**src/rtl/pixel_writer.sv**
```systemverilog
// Gathers 6 or 8 pixel FIFO words into one 256-bit Avalon-MM write, optionally expanding 3-byte pixels to 4 bytes.
// The write holds while waitrequest is high; one outstanding write at a time; FIFO reads stall on empty.
module pixel_writer #(
  parameter int USEDW_W      = 10,
  parameter int RESP_TIMEOUT = 255
) (
  input  logic               clk,
  input  logic               rst_n,
  output logic [31:0]        avl_mm_addr,
  output logic               avl_mm_write,
  output logic [255:0]       avl_mm_writedata,
  output logic [31:0]        avl_mm_byteenable,
  input  logic               avl_mm_waitrequest,
  input  logic               avl_mm_writeresponsevalid,
  input  logic [1:0]         avl_mm_response,
  output logic               pix_fifo_read,
  input  logic [31:0]        pix_fifo_data,
  input  logic               pix_fifo_empty,
  input  logic [USEDW_W-1:0] pix_fifo_usedw,
  input  logic               enable,
  input  logic               word_mode,
  input  logic [31:0]        base_address,
  input  logic [31:0]        total_size,
  input  logic [USEDW_W-1:0] pix_fifo_threshold,
  input  logic               transform_data,
  output logic               write_error,
  output logic               error_sticky,
  output logic               frame_done,
  output logic               active
);

  typedef enum logic [1:0] {IDLE, COLLECT, WRITE, RESP} state_t;

  state_t       state_q, state_d;
  logic [3:0]   issued_cnt, captured_cnt, burst_n;
  logic         rd_pending;
  logic [255:0] buffer;
  logic         burst_xform, burst_word_mode;
  logic [31:0]  cur_addr, latched_base, resp_timer;
  logic [31:0]  next_addr, frame_end;
  logic         enable_d;
  logic         start_burst, resp_ok, resp_err;

  assign burst_n           = burst_xform ? 4'd6 : 4'd8;
  assign next_addr         = cur_addr + (burst_word_mode ? 32'd8 : 32'd32);
  assign frame_end         = latched_base + total_size;
  assign avl_mm_addr       = cur_addr;
  assign avl_mm_byteenable = '1;
  assign active            = (state_q != IDLE);

  always_comb begin
    state_d       = state_q;
    start_burst   = 1'b0;
    resp_ok       = 1'b0;
    resp_err      = 1'b0;
    pix_fifo_read = 1'b0;
    avl_mm_write  = 1'b0;
    case (state_q)
      IDLE: begin
        if (enable && !error_sticky && (pix_fifo_usedw >= pix_fifo_threshold)) begin
          start_burst = 1'b1;
          state_d     = COLLECT;
        end
      end
      COLLECT: begin
        pix_fifo_read = (issued_cnt < burst_n) && !pix_fifo_empty;
        if (rd_pending && (captured_cnt == burst_n - 4'd1))
          state_d = WRITE;
      end
      WRITE: begin
        avl_mm_write = 1'b1;
        if (!avl_mm_waitrequest)
          state_d = RESP;
      end
      RESP: begin
        if (avl_mm_writeresponsevalid) begin
          resp_ok  = (avl_mm_response == 2'b00);
          resp_err = (avl_mm_response != 2'b00);
          state_d  = IDLE;
        end else if (resp_timer == 32'(RESP_TIMEOUT - 1)) begin
          resp_err = 1'b1;
          state_d  = IDLE;
        end
      end
      default: state_d = IDLE;
    endcase
  end

  // 3-byte pixels sit back to back in the buffer; each gets a zero top byte.
  always_comb begin
    avl_mm_writedata = buffer;
    if (burst_xform) begin
      for (int i = 0; i < 8; i++)
        avl_mm_writedata[32*i +: 32] = {8'h00, buffer[24*i +: 24]};
    end
  end

  always_ff @(posedge clk or negedge rst_n) begin
    if (!rst_n) state_q <= IDLE;
    else        state_q <= state_d;
  end

  always_ff @(posedge clk or negedge rst_n) begin
    if (!rst_n) begin
      issued_cnt      <= '0;
      captured_cnt    <= '0;
      rd_pending      <= 1'b0;
      buffer          <= '0;
      burst_xform     <= 1'b0;
      burst_word_mode <= 1'b0;
      cur_addr        <= '0;
      latched_base    <= '0;
      resp_timer      <= '0;
      enable_d        <= 1'b0;
      write_error     <= 1'b0;
      error_sticky    <= 1'b0;
      frame_done      <= 1'b0;
    end else begin
      write_error <= 1'b0;
      frame_done  <= 1'b0;
      enable_d    <= enable;
      rd_pending  <= pix_fifo_read;

      if (start_burst) begin
        issued_cnt      <= '0;
        captured_cnt    <= '0;
        burst_xform     <= transform_data;
        burst_word_mode <= word_mode;
      end
      if (pix_fifo_read)
        issued_cnt <= issued_cnt + 4'd1;
      // Non-show-ahead FIFO: data belongs to the read strobed one cycle earlier.
      if (rd_pending) begin
        buffer[{captured_cnt[2:0], 5'd0} +: 32] <= pix_fifo_data;
        captured_cnt <= captured_cnt + 4'd1;
      end

      if (state_q == WRITE)     resp_timer <= '0;
      else if (state_q == RESP) resp_timer <= resp_timer + 32'd1;

      if (resp_ok) begin
        if (next_addr == frame_end) begin
          cur_addr   <= latched_base;
          frame_done <= 1'b1;
        end else begin
          cur_addr <= next_addr;
        end
      end

      if (resp_err) begin
        write_error  <= 1'b1;
        error_sticky <= 1'b1;
      end else if ((state_q == IDLE) && !enable) begin
        error_sticky <= 1'b0;
      end

      if (enable && !enable_d) begin
        latched_base <= base_address;
        cur_addr     <= base_address;
      end
    end
  end

endmodule

```
**config.mk**
```make
export PLATFORM = sky130hd
export DESIGN_NAME = pixel_writer
export DESIGN_NICKNAME = d
export VERILOG_FILES = /design/src/rtl/pixel_writer.sv
export SDC_FILE = /design/constraint.sdc
export NUM_CORES = 1
export LEC_CHECK = 0
export BUFFER_PORTS_ARGS = -buffer_cell sky130_fd_sc_hd__buf_2
export CAP_MARGIN = 10
export CORE_MARGIN = 2
export CORE_UTILIZATION = 40
export CTS_BUF_LIST = sky130_fd_sc_hd__clkbuf_4
export CTS_CLUSTER_SIZE = 30
export DETAILED_ROUTE_END_ITERATION = 10
export GPL_TIMING_DRIVEN = 0
export HOLD_SLACK_MARGIN = 0.1
export PLACE_DENSITY = 0.68
export SETUP_SLACK_MARGIN = 0.2
export SYNTH_ARGS = -nofsm -noshare
export SYNTH_HDL_FRONTEND = slang
export SYNTH_SLANG_ARGS = --single-unit
export TNS_END_PERCENT = 20
```
**constraint.sdc**
```tcl
create_clock -name clk -period 4.6 [get_ports clk]
set_clock_uncertainty 0.1 [all_clocks]
set_input_delay 0.92 -clock clk [delete_from_list [all_inputs] [get_ports clk]]
set_output_delay 0.92 -clock clk [all_outputs]
set_load 0.05 [all_outputs]
```
# Word-level counts from Yosys, hierarchy flattened
# Index checks and enable logic that the tools add are counted.
[op_classes]
n_addsub = 7
magnitude_cmp = 2
n_eq_ne = 10
shift = 2
muxes = 32
n_reduce_logical = 20
[ops]
columns = ["cell", "n"]
rows = [
  ["bitwise mux 256 bit", 1],
  ["2-to-1 mux 256 bit", 1],
  ["variable shift 32 x 10 -> 256 bit (first input constant)", 1],
  ["indexed part select 32 x 10 -> 256 bit", 1],
  ["2-to-1 mux 32 bit", 5],
  ["adder 32 x 1 -> 32 bit (second input constant)", 1],
  ["adder 32 bit", 1],
  ["adder 32 x 6 -> 32 bit", 1],
  ["equality test 32 bit", 1],
  ["equality test 32 x 8 -> 1 bit (second input constant)", 1],
  ["2-to-1 mux 4 bit", 4],
  ["2-to-1 mux 1 bit", 14],
  ["nonzero test 2 bit", 7],
  ["greater-or-equal comparator 10 bit", 1],
  ["2-to-1 mux 2 bit", 5],
  ["negator 8 -> 10 bit", 1],
  ["adder 4 x 1 -> 4 bit (second input constant)", 2],
  ["case mux 2 bit (4 select lines)", 1],
  ["logical AND 1 bit", 6],
  ["2-to-1 mux 6 bit", 1],
  ["inequality test 2 bit (second input constant)", 3],
  ["equality test 2 bit (second input constant)", 2],
  ["equality test 4 bit", 1],
  ["logical NOT 1 bit", 4],
  ["other kinds (6)", 7],
]
[word_totals]
ff_bits = 369

# Logic depth before layout (Yosys ltp)
[logic_depth]
ltp_word = 7
ltp_mapped = 15
ltp_nobuf = 13

# Worst setup path after synthesis
# Ideal clock, no wire load.
[synth_timing]
path_kind = "in2reg"
start = "in total_size[0]"
end = "reg cur_addr[12] (netlist: avl_mm_addr[12])"
arrival_ps = 4218
slack_ps = 139
stages = 14
cell_sequence = "ha_1 -> fa_1 -> a21oi_1 -> o211ai_1 -> o211ai_1 -> nand2_1 -> xor2_1 -> a221o_1 -> or4_1 -> or4_4 -> nor2_8 -> buf_8 -> mux2i_1 -> a22oi_1"
[synth_between]
elab_chain_cells = 5
[synth_rtl]
columns = ["element", "line", "text"]
rows = [
  ["start, declared", "23", "input logic [31:0] total_size,"],
  ["adder 32 bit", "46", "assign frame_end = latched_base + total_size;"],
  ["equality test 32 bit", "142", "if (next_addr == frame_end) begin"],
  ["2-to-1 mux 32 bit", "142", ""],
  ["2-to-1 mux 32 bit", "141", "if (resp_ok) begin"],
  ["2-to-1 mux 32 bit", "157", "if (enable && !enable_d) begin"],
  ["end signal, assigned", "143", "cur_addr <= latched_base;"],
  ["end signal, assigned", "146", "cur_addr <= next_addr;"],
  ["end signal, assigned", "159", "cur_addr <= base_address;"],
  ["end, declared", "39", "logic [31:0] cur_addr, latched_base, resp_timer;"],
]
# No other way between the ends. The select of a mux whose other input is x is not followed.
# A chain may end at the register's enable or synchronous reset.

# Final worst setup path
[layout_timing]
start = "reg latched_base[8]"
end = "reg cur_addr[5] (netlist: avl_mm_addr[5])"
[layout_between]
elab_chain_cells = 5
[layout_rtl]
columns = ["element", "line", "text"]
rows = [
  ["start, declared", "39", ""],
  ["start signal, assigned", "158", "latched_base <= base_address;"],
  ["adder 32 bit", "46", ""],
  ["equality test 32 bit", "142", ""],
  ["2-to-1 mux 32 bit", "142", ""],
  ["2-to-1 mux 32 bit", "141", ""],
  ["2-to-1 mux 32 bit", "157", ""],
]
# No other way between the ends. The select of a mux whose other input is x is not followed.

==> summary.md <==
| Metric | Value |
|---|---|
| Library cell with the largest summed area after synthesis | sky130_fd_sc_hd__dfrtp_1 |
| Number of instances in the synthesized netlist | approximately 2000 |
| Startpoint kind of the worst setup timing path | register |
| Routed len/inst | ~23 um |
| Width of the chip | around 230 um |
| IO Port Bufs | 419 |
| Area used by multi-input combinational logic | approximately 0.011 mm^2 |
| Kind of cell adding the most delay to the critical path | simple AND/OR/NAND/NOR gates |
| Placer Congestion | 0.947 |
| Endpoint, Worst Hold | latched_base[19]$_DFFE_PN0P_ |
| Async set-or-reset flop fraction in the synthesized netlist | 100% |
| Most repeated library cell on the critical path | sky130_fd_sc_hd__a22oi_1 |
| IO Count | 452 |
| TritonCTS clock tree | done |
| Part of the Yosys area used for sequential elements | 44.8% |
| Achievable Freq | 229 MHz |
| Die span in y | approximately 230 um |
| Ratio of final minimum period to clock period | a little over nine tenths |
| Post-route cell area | around 0.025 mm^2 |
| Area enclosed by the die boundary | 0.0533 mm^2 |
| Detailed-route wire length | between 70000 and 80000 um |
| Sink count of the clock tree | about 370 |
| Cell area after synthesis | between 0.02 and 0.025 mm^2 |
| Final Setup Violations | 0 |
| Largest net degree at the start of global routing | 96 |
| Number of vias per cell after detailed routing | 5.49 |
| Max Buffers Root-to-Sink | 3 |
| Category of the critical setup timing path | reg2reg |
| Proportion of synthesized area in mux cells | 17.0% |
| Post-Route Hold Slack | 0.165 ns |
| Insertion delay to the later sink of the worst-skew pair | 0.91 ns |
| Reported max-cap violation count | 0 |
| Largest driver fanout on the critical path | 5 |
| Via count of the first global-routing pass | 18575 |
| Post-route DRC | 0 |
| Core region area | a little over 0.05 mm^2 |
| Initial antenna violation count | 4 |
| Number of enable-type register cells in the synthesized netlist | 0 |
| Initial core utilization | between 40% and 50% |
| Synth unique cells | 73 |
| Worst vdd ir | 0.000990 V |
| Worst hold path type | in2reg |
| Via Count | ~18000 |
| Main combinational cell family by area after synthesis | multiplexers |
| Minimum setup slack after placement | -0.586 ns |
| Fraction of layout cells with a size suffix above 1 | 36.9% |
| CTS clk-pin slew, worst paths | ~0.060 ns |
| Hold_sp | base_address[19] |
| Global-route congestion overflow total | 0 |
| Series of cell instances along the critical path | ha_1 -> a21oi_1 -> o21ai_0 -> a2111oi_1 -> a22oi_1 -> xnor2_1 -> nor4_2 -> nand4_1 -> or4_4 -> nor2_8 -> buf_4 -> mux2i_1 -> a22oi_1 |
| Register area | 0.00923 mm^2 |
| Count of standard-cell rows | 83 |
| Count of endpoints failing hold in the final timing report | 0 |
| Ys Warns | 0 |
| Top_reg_cell synth | sky130_fd_sc_hd__dfrtp_1 |
| Iter 0 DRT Violations | 1409 |
| WHS Path Cells | 3 |
| Source of the worst register-to-register timing path | latched_base[8]$_DFFE_PN0P_ |
| Final-stage net count | 2785 |
| R2R Path End | avl_mm_addr[5]$_DFFE_PN0P_ |
| Setup WS post-layout | about 0.23 ns |
| Worst relative slew slack | 43.8% |
| Critical path data required time | 5.16 ns |
| Post-synthesis sequential element count | 369 |
| Outcome | finished clean |
| Total Routing Usage GR | 28.6% |
| Root buffer selected by CTS | sky130_fd_sc_hd__clkbuf_4 |
| Placed wire-length estimate | 60500 um |
| Count of buffering cells on the critical path with inverters included | 1 |
| Utilization after layout | 49.5% |
| Layout fillers | a little under 5000 |
| Crit path arrival time | a little under 5 ns |
| Highest-delay cell along the critical path | sky130_fd_sc_hd__or4_4 |
| Fin. max-slew vios | 0 |
| Cell area power density | 864 mW/mm^2 |
| Total iterations of the first detailed-routing run | 5 |
| Top cell type's share of synthesized area | 44.8% |
| Static Leak | 0.0120 uW |
| TritonCTS Buffers | 100 |
| Level count of the clock H-tree | 3 |
| DRT antenna net count | 0 |
| Transition time of the tightest slew-check pin | 0.843 ns |
| Main area contributors after synthesis | sky130_fd_sc_hd__dfrtp_1, sky130_fd_sc_hd__mux2_2, sky130_fd_sc_hd__nand2_1 |
| Synthesized-area fraction occupied by ao, oa, aoi and oai cells | 10.2% |
| Global-route wire length before repair | 114000 um |
| Basic-gate share of the synthesized area counting and, or, nand and nor cells | between 10% and 20% |
| Average cell area after synthesis | a little over 10 um^2 |
| Area growth from synthesis to layout | 22.7% |
| Number of cells on the worst reg-to-reg path | 13 |
| Shortest period the worst path allows | 4.37 ns |
| Internal reg-to-reg setup slack | 0.23 ns |
| Placement-stage cell area | approximately 0.024 mm^2 |
| RSZ-0062 raised after global routing | yes |
| Synthesized-area fraction occupied by adder cells | 3.50% |
| Largest stage delay, worst path | 0.58 ns |
| Worst setup EP type | register |
| Post-synthesis share of cell area spent on xor and xnor gates | between 5 and 6% |
## worst max path at each step
stage	start	to	slack, ns	depth (start not counted)
after CTS	latched_base[0]$_DFFE_PN0P_	avl_mm_addr[2]$_DFFE_PN0P_	0.03	13
after global routing	latched_base[0]$_DFFE_PN0P_	avl_mm_addr[20]$_DFFE_PN0P_	0.13	14
after global placement	rst_n	latched_base[27]$_DFFE_PN0P_	-4.66	1
final	latched_base[8]$_DFFE_PN0P_	avl_mm_addr[5]$_DFFE_PN0P_	0.23	13
after detailed placement	total_size[0]	avl_mm_addr[2]$_DFFE_PN0P_	-0.59	14
after floorplan	total_size[0]	avl_mm_addr[12]$_DFFE_PN0P_	0.22	14
## layout by cell type, fill, tap and decap left out, drive strengths merged, types with 25 or more instances in the layout
| master | netlist | routed |
|---|---|---|
| nand4 | 25 | 25 |
| nand2 | 344 | 344 |
| clkbuf | 99 | 241 |
| mux2 | 290 | 290 |
| a21oi | 38 | 38 |
| nand3 | 31 | 31 |
| nor2 | 76 | 76 |
| xnor2 | 58 | 58 |
| a22oi | 31 | 31 |
| dfrtp | 369 | 369 |
| inv | 29 | 32 |
| xor2 | 45 | 45 |
| o21ai | 207 | 207 |
| buf | 67 | 498 |
| nor2b | 72 | 72 |
| ha | 56 | 56 |
| conb | 1 | 32 |
## per-stage QoR
stage | cells | setup TNS (ns) | power (uW)
2_1_floorplan | 2065 | 0 | 15000
3_3_place_gp | 3164 | -1715.31 | 18500
3_5_place_dp | 3168 | -16.53 | 18700
4_1_cts | 3342 | 0 | 21800
5_1_grt | 3356 | 0 | 22800
6_report | 3357 | 0 | 21800
## routing by layer
metal | vias up | part of all wire [%] | wire [um] | global-route usage (%)
li1 | 8184 | - | - | -
met1 | 9102 | 39 | 30400 | 36.3
met2 | 978 | 45 | 35100 | 45.1
met3 | 177 | 11 | 8860 | 9.52
met4 | 0 | 3.9 | 3050 | 11.2
met5 | - | 0 | 0 | 0
## kinds of logic after synthesis
family | Yosys count
xor+xnor | 112
buf+inv | 195
fa+ha+maj | 57
mux | 314
compound gates | 358
simple gates | 628
flops | 369
other cells | 1
## layout make-up
| type | instances | area share, % |
|---|---|---|
| Antenna cell | 7 | 0.0693 |
| Buffer | 166 | 3.53 |
| Clock buffer | 142 | 4.22 |
| Clock inverter | 28 | 0.777 |
| Inverter | 29 | 0.431 |
| Multi-Input combinational cell | 1501 | 41.9 |
| Sequential cell | 369 | 36.5 |
| Tap cell | 680 | 3.37 |
| Timing Repair Buffer | 435 | 9.17 |
## what timing repair did
item | CTS | global route
endpoints found under the setup margin | 110 | 134
hold buffers | 4 | 0
pin swaps | 0 | 5
buffers inserted | 0 | 8
endpoints found under the hold margin | 72 | 0
gates resized for setup | 5 | 36
gates cloned | 0 | 0
## cell usage after synthesis, types with 29 or more instances
master	n
sky130_fd_sc_hd__mux2_2	290
sky130_fd_sc_hd__xor2_1	44
sky130_fd_sc_hd__nand3_1	31
sky130_fd_sc_hd__xnor2_1	58
sky130_fd_sc_hd__nor2b_1	72
sky130_fd_sc_hd__ha_1	56
sky130_fd_sc_hd__inv_1	29
sky130_fd_sc_hd__o21ai_0	195
sky130_fd_sc_hd__nand2_1	344
sky130_fd_sc_hd__buf_4	57
sky130_fd_sc_hd__clkbuf_1	99
sky130_fd_sc_hd__a21oi_1	35
sky130_fd_sc_hd__dfrtp_1	369
sky130_fd_sc_hd__nor2_1	74
sky130_fd_sc_hd__a22oi_1	31
## registers in the layout, summed over array words and instances (netlist names), 2 cells and up
| register | cells |
|---|---|
| resp_timer | 32 |
| captured_cnt | 4 |
| issued_cnt | 4 |
| state_q | 2 |
| buffer | 256 |
| avl_mm_addr | 32 |
| latched_base | 32 |
## power breakdown
part / total [uW] / switching (uW) / internal (uW)
clock network: 3010 / 1510 / 1490
logic: 13200 / 9470 / 3690
registers: 5660 / 1190 / 4470
total: 21800 / 12200 / 9660
## tightest hold or removal path, delay by kind of cell
kind	cells	cell delay (ns)
buffers and inverters	1	0.07
AND/OR/NAND/NOR	2	0.11
Power figures use the tool's default switching activity.
